## src/rtl/conv_rr_arbiter.sv

```systemverilog
// Round-robin front-end that time-shares one conv engine between N requester streams.
// A job is X samples loaded followed by X-F+1 outputs drained; handshakes are forwarded, never buffered.
module conv_rr_arbiter #(
    parameter int N = 2,
    parameter int X = 32,
    parameter int F = 6,
    parameter int W = 16
) (
    input  logic             clk,
    input  logic             reset,
    input  logic [N*W-1:0]   req_x_data,
    input  logic [N-1:0]     req_x_valid,
    output logic [N-1:0]     req_x_ready,
    output logic [W-1:0]     req_y_data,
    output logic [N-1:0]     req_y_valid,
    input  logic [N-1:0]     req_y_ready,
    output logic [W-1:0]     eng_x_data,
    output logic             eng_x_valid,
    input  logic             eng_x_ready,
    input  logic [W-1:0]     eng_y_data,
    input  logic             eng_y_valid,
    output logic             eng_y_ready,
    output logic [N-1:0]     grant,
    output logic             busy
);

    localparam int CW = $clog2(X + 1);
    localparam int GW = (N > 1) ? $clog2(N) : 1;
    localparam logic [CW-1:0] X_LAST = CW'(X - 1);
    localparam logic [CW-1:0] Y_LAST = CW'(X - F);
    localparam logic [GW:0]   N_W    = (GW + 1)'(N);
    localparam logic [GW-1:0] G_MAX  = GW'(N - 1);

    typedef enum logic [1:0] {IDLE, LOAD, DRAIN} state_t;

    state_t          r_state;
    logic [GW-1:0]   r_rr_ptr;
    logic [GW-1:0]   r_gidx;
    logic [CW-1:0]   r_x_cnt;
    logic [CW-1:0]   r_y_cnt;
    logic [N-1:0]    r_grant;
    logic            r_busy;

    logic            w_found;
    logic [GW-1:0]   w_win;
    logic [N-1:0]    w_win_onehot;
    logic            w_x_hs;
    logic            w_y_hs;

    // Scan requests starting at the pointer, wrapping modulo N; first hit wins.
    always_comb begin
        logic [GW:0] idx;
        w_found      = 1'b0;
        w_win        = '0;
        idx          = '0;
        for (int k = 0; k < N; k++) begin
            idx = {1'b0, r_rr_ptr} + (GW + 1)'(k);
            if (idx >= N_W) begin
                idx = idx - N_W;
            end
            if (!w_found && req_x_valid[idx[GW-1:0]]) begin
                w_found = 1'b1;
                w_win   = idx[GW-1:0];
            end
        end
        w_win_onehot        = '0;
        w_win_onehot[w_win] = 1'b1;
    end

    assign w_x_hs = (r_state == LOAD)  && req_x_valid[r_gidx] && eng_x_ready;
    assign w_y_hs = (r_state == DRAIN) && eng_y_valid && req_y_ready[r_gidx];

    always_comb begin
        req_x_ready = '0;
        req_y_valid = '0;
        req_y_data  = '0;
        eng_x_data  = '0;
        eng_x_valid = 1'b0;
        eng_y_ready = 1'b0;
        case (r_state)
            LOAD: begin
                eng_x_data          = req_x_data[r_gidx*W +: W];
                eng_x_valid         = req_x_valid[r_gidx];
                req_x_ready[r_gidx] = eng_x_ready;
            end
            DRAIN: begin
                req_y_data          = eng_y_data;
                req_y_valid[r_gidx] = eng_y_valid;
                eng_y_ready         = req_y_ready[r_gidx];
            end
            default: begin
            end
        endcase
    end

    always_ff @(posedge clk or negedge reset) begin
        if (!reset) begin
            r_state  <= IDLE;
            r_rr_ptr <= '0;
            r_gidx   <= '0;
            r_x_cnt  <= '0;
            r_y_cnt  <= '0;
            r_grant  <= '0;
            r_busy   <= 1'b0;
        end else begin
            case (r_state)
                IDLE: begin
                    if (w_found) begin
                        r_state <= LOAD;
                        r_gidx  <= w_win;
                        r_x_cnt <= '0;
                        r_y_cnt <= '0;
                        r_grant <= w_win_onehot;
                        r_busy  <= 1'b1;
                    end
                end
                LOAD: begin
                    if (w_x_hs) begin
                        r_x_cnt <= r_x_cnt + 1'b1;
                        if (r_x_cnt == X_LAST) begin
                            r_state <= DRAIN;
                        end
                    end
                end
                DRAIN: begin
                    if (w_y_hs) begin
                        r_y_cnt <= r_y_cnt + 1'b1;
                        if (r_y_cnt == Y_LAST) begin
                            r_state  <= IDLE;
                            r_rr_ptr <= (r_gidx == G_MAX) ? '0 : r_gidx + 1'b1;
                            r_grant  <= '0;
                            r_busy   <= 1'b0;
                        end
                    end
                end
                default: begin
                    r_state <= IDLE;
                end
            endcase
        end
    end

    assign grant = r_grant;
    assign busy  = r_busy;

endmodule

```

## config.mk

```make
export PLATFORM = sky130hd
export DESIGN_NAME = conv_rr_arbiter
export DESIGN_NICKNAME = d
export VERILOG_FILES = /design/src/rtl/conv_rr_arbiter.sv
export SDC_FILE = /design/constraint.sdc
export NUM_CORES = 1
export LEC_CHECK = 0
export CAP_MARGIN = 15
export CORE_MARGIN = 10
export CORE_UTILIZATION = 33
export DETAILED_ROUTE_END_ITERATION = 12
export PLACE_DENSITY = 0.88
export SLEW_MARGIN = 20
export SYNTH_ARGS = -nofsm -noshare
export SYNTH_HDL_FRONTEND = slang
export SYNTH_SLANG_ARGS = --single-unit
```

## constraint.sdc

```tcl
create_clock -name clk -period 1.6 [get_ports clk]
set_clock_uncertainty 0.05 [all_clocks]
set_input_delay 0.32 -clock clk [delete_from_list [all_inputs] [get_ports clk]]
set_output_delay 0.32 -clock clk [all_outputs]
set_load 0.01 [all_outputs]
```

Yosys cells after proc, flatten, opt, wreduce, memory -nomap -nowiden

Index checks and enable logic that the tools add are counted.

Add/sub/neg operators: 6
$lt $le $gt $ge: 8
Equality and inequality tests: 9
Shift operators: 1
Mux-type cells: 42
Bitwise gates (word level): 2
Reduce and logical (&&, ||, !) cells: 17

Operators with widths:

| cell                                               | number |
|---|---|
| 2-to-1 mux 16 bit                                  | 2 |
| indexed part select 32 x 6 -> 16 bit               | 1 |
| one-hot mux 6 bit (2 select lines)                 | 2 |
| 2-to-1 mux 1 bit                                   | 22 |
| 2-to-1 mux 6 bit                                   | 3 |
| 2-to-1 mux 2 bit                                   | 8 |
| adder 6 x 1 -> 6 bit, second input constant        | 2 |
| == test 6 x 5 -> 1 bit, second input constant      | 2 |
| AND reduction 3 bit                                | 3 |
| < comparator 1 x 2 -> 1 bit, second input constant | 4 |
| logical AND 1 bit                                  | 7 |
| != test 2 bit, second input constant               | 3 |
| one-hot mux 2 bit (3 select lines)                 | 1 |
| AND reduction 5 bit                                | 1 |
| AND 2 bit                                          | 2 |
| != test 2 x 1 -> 1 bit, second input constant      | 2 |
| one-hot mux 2 bit (2 select lines)                 | 1 |
| AND reduction 4 bit                                | 1 |
| nonzero test 2 bit                                 | 2 |
| adder 1 x 1 -> 2 bit, second input constant        | 1 |
| demux 1 bit (select 1 bit)                         | 2 |
| == test 2 x 1 -> 1 bit, second input constant      | 1 |
| == test 2 bit, second input constant               | 1 |
| >= comparator 1 bit, second input constant         | 2 |
| 8 further kinds                                    | 9 |

Register bits: 19
Input port bits: 56
Output and inout port bits: 41
Word-level logic and storage cells: 92

Logic depth before layout (Yosys ltp)

Depth after elaboration: 14
Depth in mapped cells: 5
Mapped depth without buffers: 5

Worst setup path before layout

OpenSTA, ideal clock, no wires.

Kind: register -> output
Start point: reg r_state[1]
End point: out req_y_data[0]
Data arrival time: 1.294 ns
Required time: 1.230 ns
Setup slack: -0.064 ns
Cell stages (with the launch flop): 5
Buffers on the path: 2
Path through: dfrtp_1 -> buf_2 -> nor2b_1 -> clkbuf_1 -> and2_1

Longest elaborated chain between the ends: 2

RTL lines:

| item                     | RTL line | source |
|---|---|---|
| start: declaration       | 36       | `state_t r_state;` |
| start signal: assignment | 98       | `r_state <= IDLE;` |
| start signal: assignment | 109      | `r_state <= LOAD;` |
| start signal: assignment | 121      | `r_state <= DRAIN;` |
| == test 2 bit            | 80       | `case (r_state)` |
| 2-to-1 mux 16 bit        | 80       |  |
| end: declaration         | 14       | `output logic [W-1:0] req_y_data,` |

No other way between the ends.

Final worst setup path

Start point: reg r_gidx
End point: out eng_x_valid

Longest elaborated chain between the ends: 3

RTL lines:

| item                                                 | RTL line | source |
|---|---|---|
| start: declaration                                   | 38       | `logic [GW-1:0] r_gidx;` |
| start signal: assignment                             | 110      | `r_gidx <= w_win;` |
| 2-to-1 mux 1 bit (not written as such) (2 in series) | 83       | `eng_x_valid = req_x_valid[r_gidx];` |
| 2-to-1 mux 1 bit                                     | 80       |  |
| end: declaration                                     | 18       | `output logic eng_x_valid,` |

No other way between the ends. The select of a mux whose other input is x is not followed.

==> tab_implementation.tex <==
\begin{tabular}{lr}
\hline
Metric & Value \\
\hline
\multicolumn{2}{l}{\textbf{Routing}} \\
\quad Remaining DRCs & 0 \\
\quad Wire length after detailed routing & 8.20 mm \\
\quad Vias post-DR & 1968 \\
\quad Number of vias per cell after detailed routing & 5.54 \\
\quad Initial DRC Count & 132 \\
\quad Post-detailed-route count of antenna-violating nets & 0 \\
\quad Routed WL per cell & 23.1 um \\
\quad TritonRoute pass-1 iters & 4 \\
\multicolumn{2}{l}{\textbf{Worst hold path}} \\
\quad Worst min-delay path category & in -> async \\
\multicolumn{2}{l}{\textbf{Power and ir drop}} \\
\quad Sequential cell fraction of total power & 31.1\% \\
\quad Switching share of power & 36.6\% \\
\quad Gate power share & 52.3\% \\
\quad Post-layout power & 2.14 mW \\
\quad Power density relative to cell area & 665 nW/um\^{}2 \\
\quad IR Drop Worst-Case VDD & 0.363 mV \\
\quad Cell Int Power & 1.36 mW \\
\quad Static leakage & 1.45 nW \\
\quad Clock power frac & 16.6\% \\
\quad Net switching power & 0.784 mW \\
\multicolumn{2}{l}{\textbf{Place}} \\
\quad Worst-case setup slack after placement & -373 ps \\
\quad Buffers added on ports & 96 \\
\quad HPWL after detailed placement & 4.68 mm \\
\quad Final weighted congestion in routability-driven placement & 0.809 \\
\multicolumn{2}{l}{\textbf{Finish}} \\
\quad Number of antenna repair diodes & 0 \\
\quad Share of final-layout standard cells stronger than drive strength 1 & 46.5\% \\
\quad Synth-to-Final Area Change & 118\% \\
\quad Post-Route Utilization & 73.9\% \\
\quad Final-stage net count & 363 \\
\multicolumn{2}{l}{\textbf{Timing}} \\
\quad Final setup violation count & 52 \\
\quad Number of hold violations in the final report & 0 \\
\quad Transition time at the pin with the least slew margin & 645 ps \\
\quad Worst-case hold slack & 337 ps \\
\quad Peak Freq & 530 MHz \\
\quad Relative slew slack & 56.5\% \\
\quad Number of slew-limit violations in the final report & 0 \\
\quad Min setup slack post-route & -288 ps \\
\quad Minimum clock period after layout & 1890 ps \\
\quad RSZ-0062 raised after global routing & yes \\
\quad Final period utilization & 118\% \\
\multicolumn{2}{l}{\textbf{Synth}} \\
\quad Number of distinct library cells after synthesis & 42 \\
\quad Post-synthesis area per instance & 8.63 um\^{}2 \\
\quad Fraction of synthesized cell area taken by the top area cell type & 32.2\% \\
\quad Leading cell types by total area after synthesis & sky130\_fd\_sc\_hd\_\_dfrtp\_1, sky130\_fd\_sc\_hd\_\_mux2i\_1, sky130\_fd\_sc\_hd\_\_nor2\_1 \\
\quad Syn Inst Count & 171 \\
\quad Register bit count reported by yosys & 19 \\
\quad Sequential fraction of the synthesis area & 32.2\% \\
\quad Post-synthesis instance area & 1480 um\^{}2 \\
\quad Cell taking the most area after synthesis & sky130\_fd\_sc\_hd\_\_dfrtp\_1 \\
\quad Synthesis Warnings & 0 \\
\quad Synth Net Count & 230 \\
\multicolumn{2}{l}{\textbf{Floorplan}} \\
\quad Placement Rows & 24 \\
\quad Height of the chip & 86.9 um \\
\quad Starting utilization of the core area & 33.9\% \\
\quad Horizontal die dimension & 86.9 um \\
\quad Area of the core & 4350 um\^{}2 \\
\quad Top-Level Pins & 97 \\
\quad Total Die Area & 7550 um\^{}2 \\
\multicolumn{2}{l}{\textbf{Status}} \\
\quad Result of the run & finished, violations left \\
\quad Failing checks & setup timing \\
\multicolumn{2}{l}{\textbf{Setup path}} \\
\quad Slowest-stage cell, CP & sky130\_fd\_sc\_hd\_\_dfrtp\_2 \\
\quad Kind of end point of the critical path & primary output \\
\quad Arrival time worst endpoint & 1520 ps \\
\quad Largest driver fanout on the critical path & 6 \\
\quad Critical Path Max Stage Delay & 440 ps \\
\quad Worst Setup Start Kind & flop \\
\quad Crit-path cells & buf\_6, buf\_12, mux2i\_2, nor2\_1, buf\_2 \\
\quad Kind of critical path & reg -> out \\
\quad Family of cells with the greatest summed delay on the critical path & buffers and inverters \\
\quad Buffers and inverters on the worst path & 3 \\
\quad Data required time at the worst endpoint & 1230 ps \\
\multicolumn{2}{l}{\textbf{Clock tree}} \\
\quad Clock-pin slew on the worst setup and hold paths & 80 ps \\
\quad Clock latency of the later-clocked register in the worst-skew pair & 270 ps \\
\quad Sinks on the clock net & 19 \\
\quad CTS Root Buffer Type & sky130\_fd\_sc\_hd\_\_clkbuf\_8 \\
\quad Number of hold buffers added after CTS & 0 \\
\quad CTS HTree Levels & 1 \\
\quad TritonCTS clock tree & yes \\
\quad Clock buffer count from CTS & 3 \\
\quad Clock Path Buffers & 2 \\
\multicolumn{2}{l}{\textbf{Global route}} \\
\quad Aggregate global-route resource usage & 16.9\% \\
\quad First-pass GRT wire length & 10.1 mm \\
\quad Via count of the first global-routing pass & 1842 \\
\quad Largest net degree at the start of global routing & 20 \\
\quad Total congestion overflow & 0 \\
\quad Number of antenna violations at the first check in global routing & 0 \\
\multicolumn{2}{l}{\textbf{Flow run}} \\
\quad Total of max-cap violations & 0 \\
\hline
\end{tabular}
## stage by stage
stage / area, um^2 / std cells / setup TNS, ps
5_1_grt: 3220 / 355 / -9260
3_3_place_gp: 2650 / 331 / -13170
6_report: 3220 / 355 / -6770
2_1_floorplan: 1480 / 171 / -1.28
4_1_cts: 2750 / 347 / -4260
3_5_place_dp: 2650 / 331 / -14340
## cell type report
| type | count | area (um^2) |
|---|---|---|
| Timing Repair Buffer | 139 | 1410 |
| Multi-Input combinational cell | 134 | 1180 |
| Fill cell | 260 | 1130 |
| Sequential cell | 19 | 479 |
| Tap cell | 52 | 65.1 |
| Clock buffer | 3 | 41.3 |
| Inverter | 7 | 38.8 |
| Clock inverter | 1 | 5.00 |
## power by group through the flow
stage / Clock, mW / Sequential, mW / Combinational (mW)
3_5_place_dp: 0 / 0.654 / 0.791
3_3_place_gp: 0 / 0.644 / 0.765
5_1_grt: 0.379 / 0.677 / 1.19
4_1_cts: 0.343 / 0.652 / 0.899
2_1_floorplan: 0 / 0.633 / 0.374
6_report: 0.356 / 0.665 / 1.12
## final timing paths
path,startpoint,to,slack [ps],cells after the start
setup / recovery,r_gidx,eng_x_valid,-290,5
hold / removal,reset,r_x_cnt[2],340,2
setup reg to reg,r_state[0],r_x_cnt[2],-270,5
hold reg to reg,r_y_cnt[4],r_y_cnt[4],480,1
max in group asynchronous,reset,r_state[0],940,2
min in group clk,r_y_cnt[4],r_y_cnt[4],480,1
## kinds of logic (layout without fill, tap and decap cells)
family | count (synthesis) | after routing | synth area share, %
AO/OA/AOI/OAI | 26 | 26 | 11.4
buffers and inverters | 18 | 150 | 5.59
multiplexers | 25 | 25 | 17.4
AND/OR/NAND/NOR | 79 | 79 | 30.3
XOR/XNOR | 1 | 1 | 0.593
adder cells (fa/ha/maj) | 3 | 3 | 2.54
flip-flops | 19 | 19 | 32.2
## synthesized netlist by cell type, drive strengths merged
| master | number |
|---|---|
| a211oi | 1 |
| a21oi | 2 |
| a22oi | 1 |
| a311o | 1 |
| a31o | 1 |
| and2 | 16 |
| and3 | 1 |
| and3b | 1 |
| buf | 6 |
| clkbuf | 5 |
| dfrtp | 19 |
| ha | 3 |
| inv | 7 |
| mux2 | 2 |
| mux2i | 23 |
| nand2 | 5 |
| nand2b | 3 |
| nand3 | 7 |
| nand3b | 2 |
| nand4 | 2 |
| nand4b | 1 |
| nor2 | 27 |
| nor2b | 2 |
| nor3 | 3 |
| nor4 | 3 |
| nor4b | 2 |
| o211ai | 2 |
| o21a | 1 |
| o21ai | 10 |
| o221ai | 3 |
| o22ai | 3 |
| o31ai | 1 |
| or2 | 2 |
| or3 | 1 |
| or4 | 1 |
| xnor2 | 1 |
## metal layers
metal | track usage [%] | vias to the layer above | part of all wire, %
li1 | - | 873 | -
met1 | 16.8 | 980 | 35
met2 | 33.2 | 79 | 55
met3 | 3.56 | 36 | 4.9
met4 | 5.89 | 0 | 5.0
met5 | 0 | - | 0
## state kept, by name, indices dropped and copies added, names as in the netlist
register / count
r_rr_ptr: 1
grant: 2
r_gidx: 1
r_x_cnt: 6
r_state: 2
busy: 1
r_y_cnt: 6
## repair_timing
item	in CTS	in global routing
setup buffers	9	5
gates resized for setup	181	86
endpoints found under the setup margin	47	58
cloned	3	3
pin swaps	11	24
## cell usage in the layout (no fill, tap or decap), drive strengths merged, types with 2 or more instances in the layout
cell type and instances:
ha 3, dlymetal6s2s 3, o221ai 3, dfrtp 19, nand4 2, nor2 27, o22ai 3, or2 2
and2 16, nand2 5, clkbuf 5, mux2 2, nand3 7, a21oi 2, nor4b 2, inv 6
buf 79, clkinv 2, clkdlybuf4s50 55, nor4 3, nand3b 2, o21ai 10, o211ai 2, nor3 3
nand2b 3, mux2i 23, nor2b 2
Note: power is estimated with default switching activity, not from simulation.
==> RTL change 1: new RTL, same flow settings <==
Encoding of `state_t`: now one-hot (3 bits for 3 states).
--- a/src/rtl/conv_rr_arbiter.sv
+++ b/src/rtl/conv_rr_arbiter.sv
@@ -32,5 +32,5 @@
     localparam logic [GW-1:0] G_MAX  = GW'(N - 1);
 
-    typedef enum logic [1:0] {IDLE, LOAD, DRAIN} state_t;
+    typedef enum logic [2:0] {IDLE = 3'b001, LOAD = 3'b010, DRAIN = 3'b100} state_t;
 
     state_t          r_state;
Behaviour: same outputs for any inputs over 10 cycles, from zero or initial values and one cycle with reset low; not proved beyond that.
==> RTL change 1 against the original RTL <==
Setup slack worse by 25 ps; routed wire length down 13%; sequential share of layout area up 1.8 points; area after synthesis down 3.4%; register-to-register slack better by 40 ps; sequential cell count up 1; die area down 2.6%; cell area down 6.4%; count of clock-buffer cells in the layout up 1; highest routed layer unchanged; synthesized cell count down 2.3%; the flow still finishes with violations (setup timing); first-iteration DRC count down 41%.
Power is not compared: it rests on default switching activity, and its combinational part moved more than twofold at a synthesized area within 25%.
==> RTL change 1: results (changes against the original RTL) <==
* Status: finished, violations left
* Violated checks: setup timing
* First-pass GRT wire length at 9620 um (-5.0%)
* DP Area at 0.00269 mm^2 (+1.7%)
* Worst Max-Slew Pin Slew at 308 ps (-338 ps)
* Final TNS setup at -11,510 ps (-4730 ps)
* Final setup violation count at 54 (+3.8%)
* Final HPWL from detailed placement at 4760 um (+1.8%)
* Place WS at -459 ps (-85.6 ps)
* Cells after DPL at 327 (-1.2%)
* Registers with the most flip-flops: r_x_cnt: 6 flops, r_y_cnt: 6 flops, r_state: 3 flops
* Mean Syn Cell Area at 8.54 um^2 (-1.1%)
* Met1 wire length at 2820 um (-1.6%)
* Metal3 WL at 530 um (+31%)
* Critical Path Fanout Max at 5 (-1)
* Post-synthesis xor/xnor area fraction at 1.84% (+1.2 points)
* Hold WS at 338 ps (+1.56 ps)
* Seq/Total Area, Yosys at 35.2% (+3.0 points)
* Vias in the first global route at 1,702 (-7.6%)
* Gr usage total at 16.2% (-0.75 points)
* Multiplexer share of the synthesized area at 15.8% (-1.6 points)
* Compound-Gate Fraction of Synth Area at 7.19% (-4.2 points)
* Fin cells at 347 (-2.3%)
* Largest net degree at the start of global routing at 21 (+5.0%)
* GR Layer Usage met2 at 28.6% (-4.6 points)
* Routed WL at 7120 um (-13%)
* Met3 GRT Util at 4.26% (+0.70 points)
* Vias at 1,796 (-8.7%)
* Met1 usage at 18.2% (+1.4 points)
* Most instantiated cells after synthesis: nor2_1 (28), and2_1 (19), dfrtp_1 (19), mux2i_1 (18), nand2_1 (17)
* Fin worst setup slack at -313 ps (-25.0 ps)
* Metal2 WL at 3650 um (-19%)
* Area of the multi-input gates at 0.00111 mm^2 (-6.0%)
* Gp weighted congestion at 0.803 (-0.66%)
[RTL change 1: what timing repair did]
item                                    CTS  global route
cloned                                    5             0
pin swaps                                20            20
endpoints found under the setup margin   45            57
resized for setup                       185            48
hold endpoints to repair                  0             0
buffers inserted                          8             4
[RTL change 1: cell type report]
cell class | instances | area share, %
Timing Repair Buffer | 132 | 42.5
Multi-Input combinational cell | 139 | 36.9
Sequential cell | 20 | 16.7
Tap cell | 50 | 2.08
Clock buffer | 4 | 1.49
Inverter | 2 | 0.249
[RTL change 1: final timing paths]
kind / endpoint / cells past startpoint / start
worst min register to register: busy / 2 / busy
min in group clk: busy / 2 / busy
worst min-delay path: r_x_cnt[0] / 2 / reset
worst max-delay path: req_y_valid[0] / 6 / r_state[2]
max in group asynchronous: r_state[0] / 2 / reset
worst max register to register: r_x_cnt[4] / 5 / r_state[0]
==> RTL change 2: new RTL, config.mk and constraints unchanged <==
Without the edit above. Set the parameter `F` to 3 (it was 6).
--- a/src/rtl/conv_rr_arbiter.sv
+++ b/src/rtl/conv_rr_arbiter.sv
@@ -4,5 +4,5 @@
     parameter int N = 2,
     parameter int X = 32,
-    parameter int F = 6,
+    parameter int F = 3,
     parameter int W = 16
 ) (
Behaviour: same outputs for any inputs over 10 cycles, from zero or initial values and one cycle with reset low; that may be too few to reach the edited logic, so the function may still have changed.
==> RTL change 2 against the original RTL <==
The run still ends with setup timing left; count of clock-buffer cells in the layout unchanged; combinational power increased by 27%; sequential cell count stayed put; first-iteration DRC count rose by 55%; routed wire length up 0.82%; cell area fell by 2.4%; area after synthesis shrank 1.6%; power is 15% higher; setup slack gained 74 ps; largest cell class unchanged.
==> RTL change 2: results (changes against the original RTL) <==
* Status: finished, violations left
* Violated checks: setup timing
* Fin worst setup slack at -215 ps (+73.6 ps)
* Vias in the first global route at 1,955 (+6.1%)
* Via density at 5.61 (+1.1%)
* Syn Inst Count at 166 (-2.9%)
* Final HPWL from detailed placement at 4730 um (+1.1%)
* Share of layout cells above drive strength 1 at 48.0% (+1.5 points)
* Fin cells at 351 (-1.1%)
* Synth area leaders: dfrtp_1 (33%), mux2i_1 (16%), and2_1 (6.9%)
* Worst Path Arrival at 1950 ps (+430 ps)
* Most instantiated cells after synthesis: nor2_1 (25), mux2i_1 (23), dfrtp_1 (19), and2_1 (16), o21ai_0 (11)
* Nets at 358 (-1.4%)
* Synth unique cells at 37 (-12%)
* Routed WL at 8270 um (+0.82%)
* Final TNS setup at -5270 ps (+1500 ps)
* Critical-path top delay cell: or4_1
* CP max stage delay at 550 ps (+110 ps)
* Seq/Total Area, Yosys at 32.7% (+0.53 points)
* Slew margin rel. at 79.7% (+23 points)
* Initial DRC count at 204 (+55%)
* Final setup violation count at 49 (-5.8%)
* Cells after DPL at 327 (-1.2%)
* Worst r2r path cells at 6 (+1)
* Leak at 1.38 nW (-5.1%)
* Gr usage total at 17.3% (+0.37 points)
-- RTL change 2: logic make-up (layout without fill, tap and decap cells) --
group | count (synthesis) | count (layout) | share of synthesized area, %
compound gates | 31 | 31 | 13.4
mux | 26 | 26 | 18.9
flops | 19 | 19 | 32.7
simple gates | 72 | 72 | 27.8
buf+inv | 15 | 147 | 4.48
other cells | 0 | 1 | 0
fa+ha+maj | 3 | 3 | 2.58
-- RTL change 2: report_power, final --
group / internal [mW] / leakage, nW / switching, mW
clock network: 0.174 / 0.0255 / 0.184
registers: 0.572 / 0.234 / 0.115
logic: 0.770 / 1.12 / 0.645
total: 1.52 / 1.38 / 0.944
-- RTL change 2: how the worst max path moves through the flow --
stage,start,endpoint,slack [ps],cells after the start
finish,r_state[0],r_x_cnt[4],-210,6
global route,r_state[0],eng_x_data[9],-220,6
CTS,r_state[1],req_y_data[15],-120,5
detailed placement,eng_x_ready,req_x_ready[0],-440,4
global placement,req_x_valid[1],eng_x_valid,-410,4
floorplan,r_state[1],eng_x_data[10],60,5
-- RTL change 2: repair_timing --
| action | in CTS | in global routing |
|---|---|---|
| pin swaps | 19 | 17 |
| setup endpoints to repair | 50 | 56 |
| gates resized for setup | 202 | 77 |
| buffers inserted | 12 | 7 |
| gates cloned | 3 | 0 |
-- RTL change 2: critical path, delay by kind of cell, from the launching register on --
| family | cells | cell delay, ps |
|---|---|---|
| flip-flops | 1 | 450 |
| AND/OR/NAND/NOR | 2 | 680 |
| AO/OA/AOI/OAI | 1 | 120 |
| buffers and inverters | 3 | 430 |
-- RTL change 2: through the flow --
| step | hold WS, ps | power [mW] | worst slack (ps) | instance area [um^2] |
|---|---|---|---|---|
| after global routing | 374 | 2.55 | -222 | 3140 |
| after detailed placement | 451 | 1.76 | -438 | 2620 |
| after CTS | 354 | 2.22 | -115 | 2810 |
| final | 335 | 2.46 | -215 | 3140 |
| after global placement | 444 | 1.72 | -410 | 2620 |
| after floorplan | -25.6 | 1.16 | 63.2 | 1450 |
-- RTL change 2: area by class of cell --
| cell class | count | area [um^2] | area share [%] |
|---|---|---|---|
| Antenna cell | 1 | 2.50 | 0.0796 |
| Clock buffer | 3 | 41.3 | 1.31 |
| Clock inverter | 1 | 5.00 | 0.159 |
| Inverter | 5 | 18.8 | 0.597 |
| Multi-Input combinational cell | 132 | 1220 | 38.7 |
| Sequential cell | 19 | 479 | 15.2 |
| Tap cell | 52 | 65.1 | 2.07 |
| Timing Repair Buffer | 138 | 1320 | 41.8 |
-- RTL change 2: metal layers --
layer	share of wire [%]	wire length, um	global-route usage (%)	up-vias
li1	-	-	-	859
met1	34	2830	17.7	965
met2	55	4520	31.9	114
met5	0	0	0	-
met3	6.6	544	5.16	30
met4	4.5	374	6.77	0
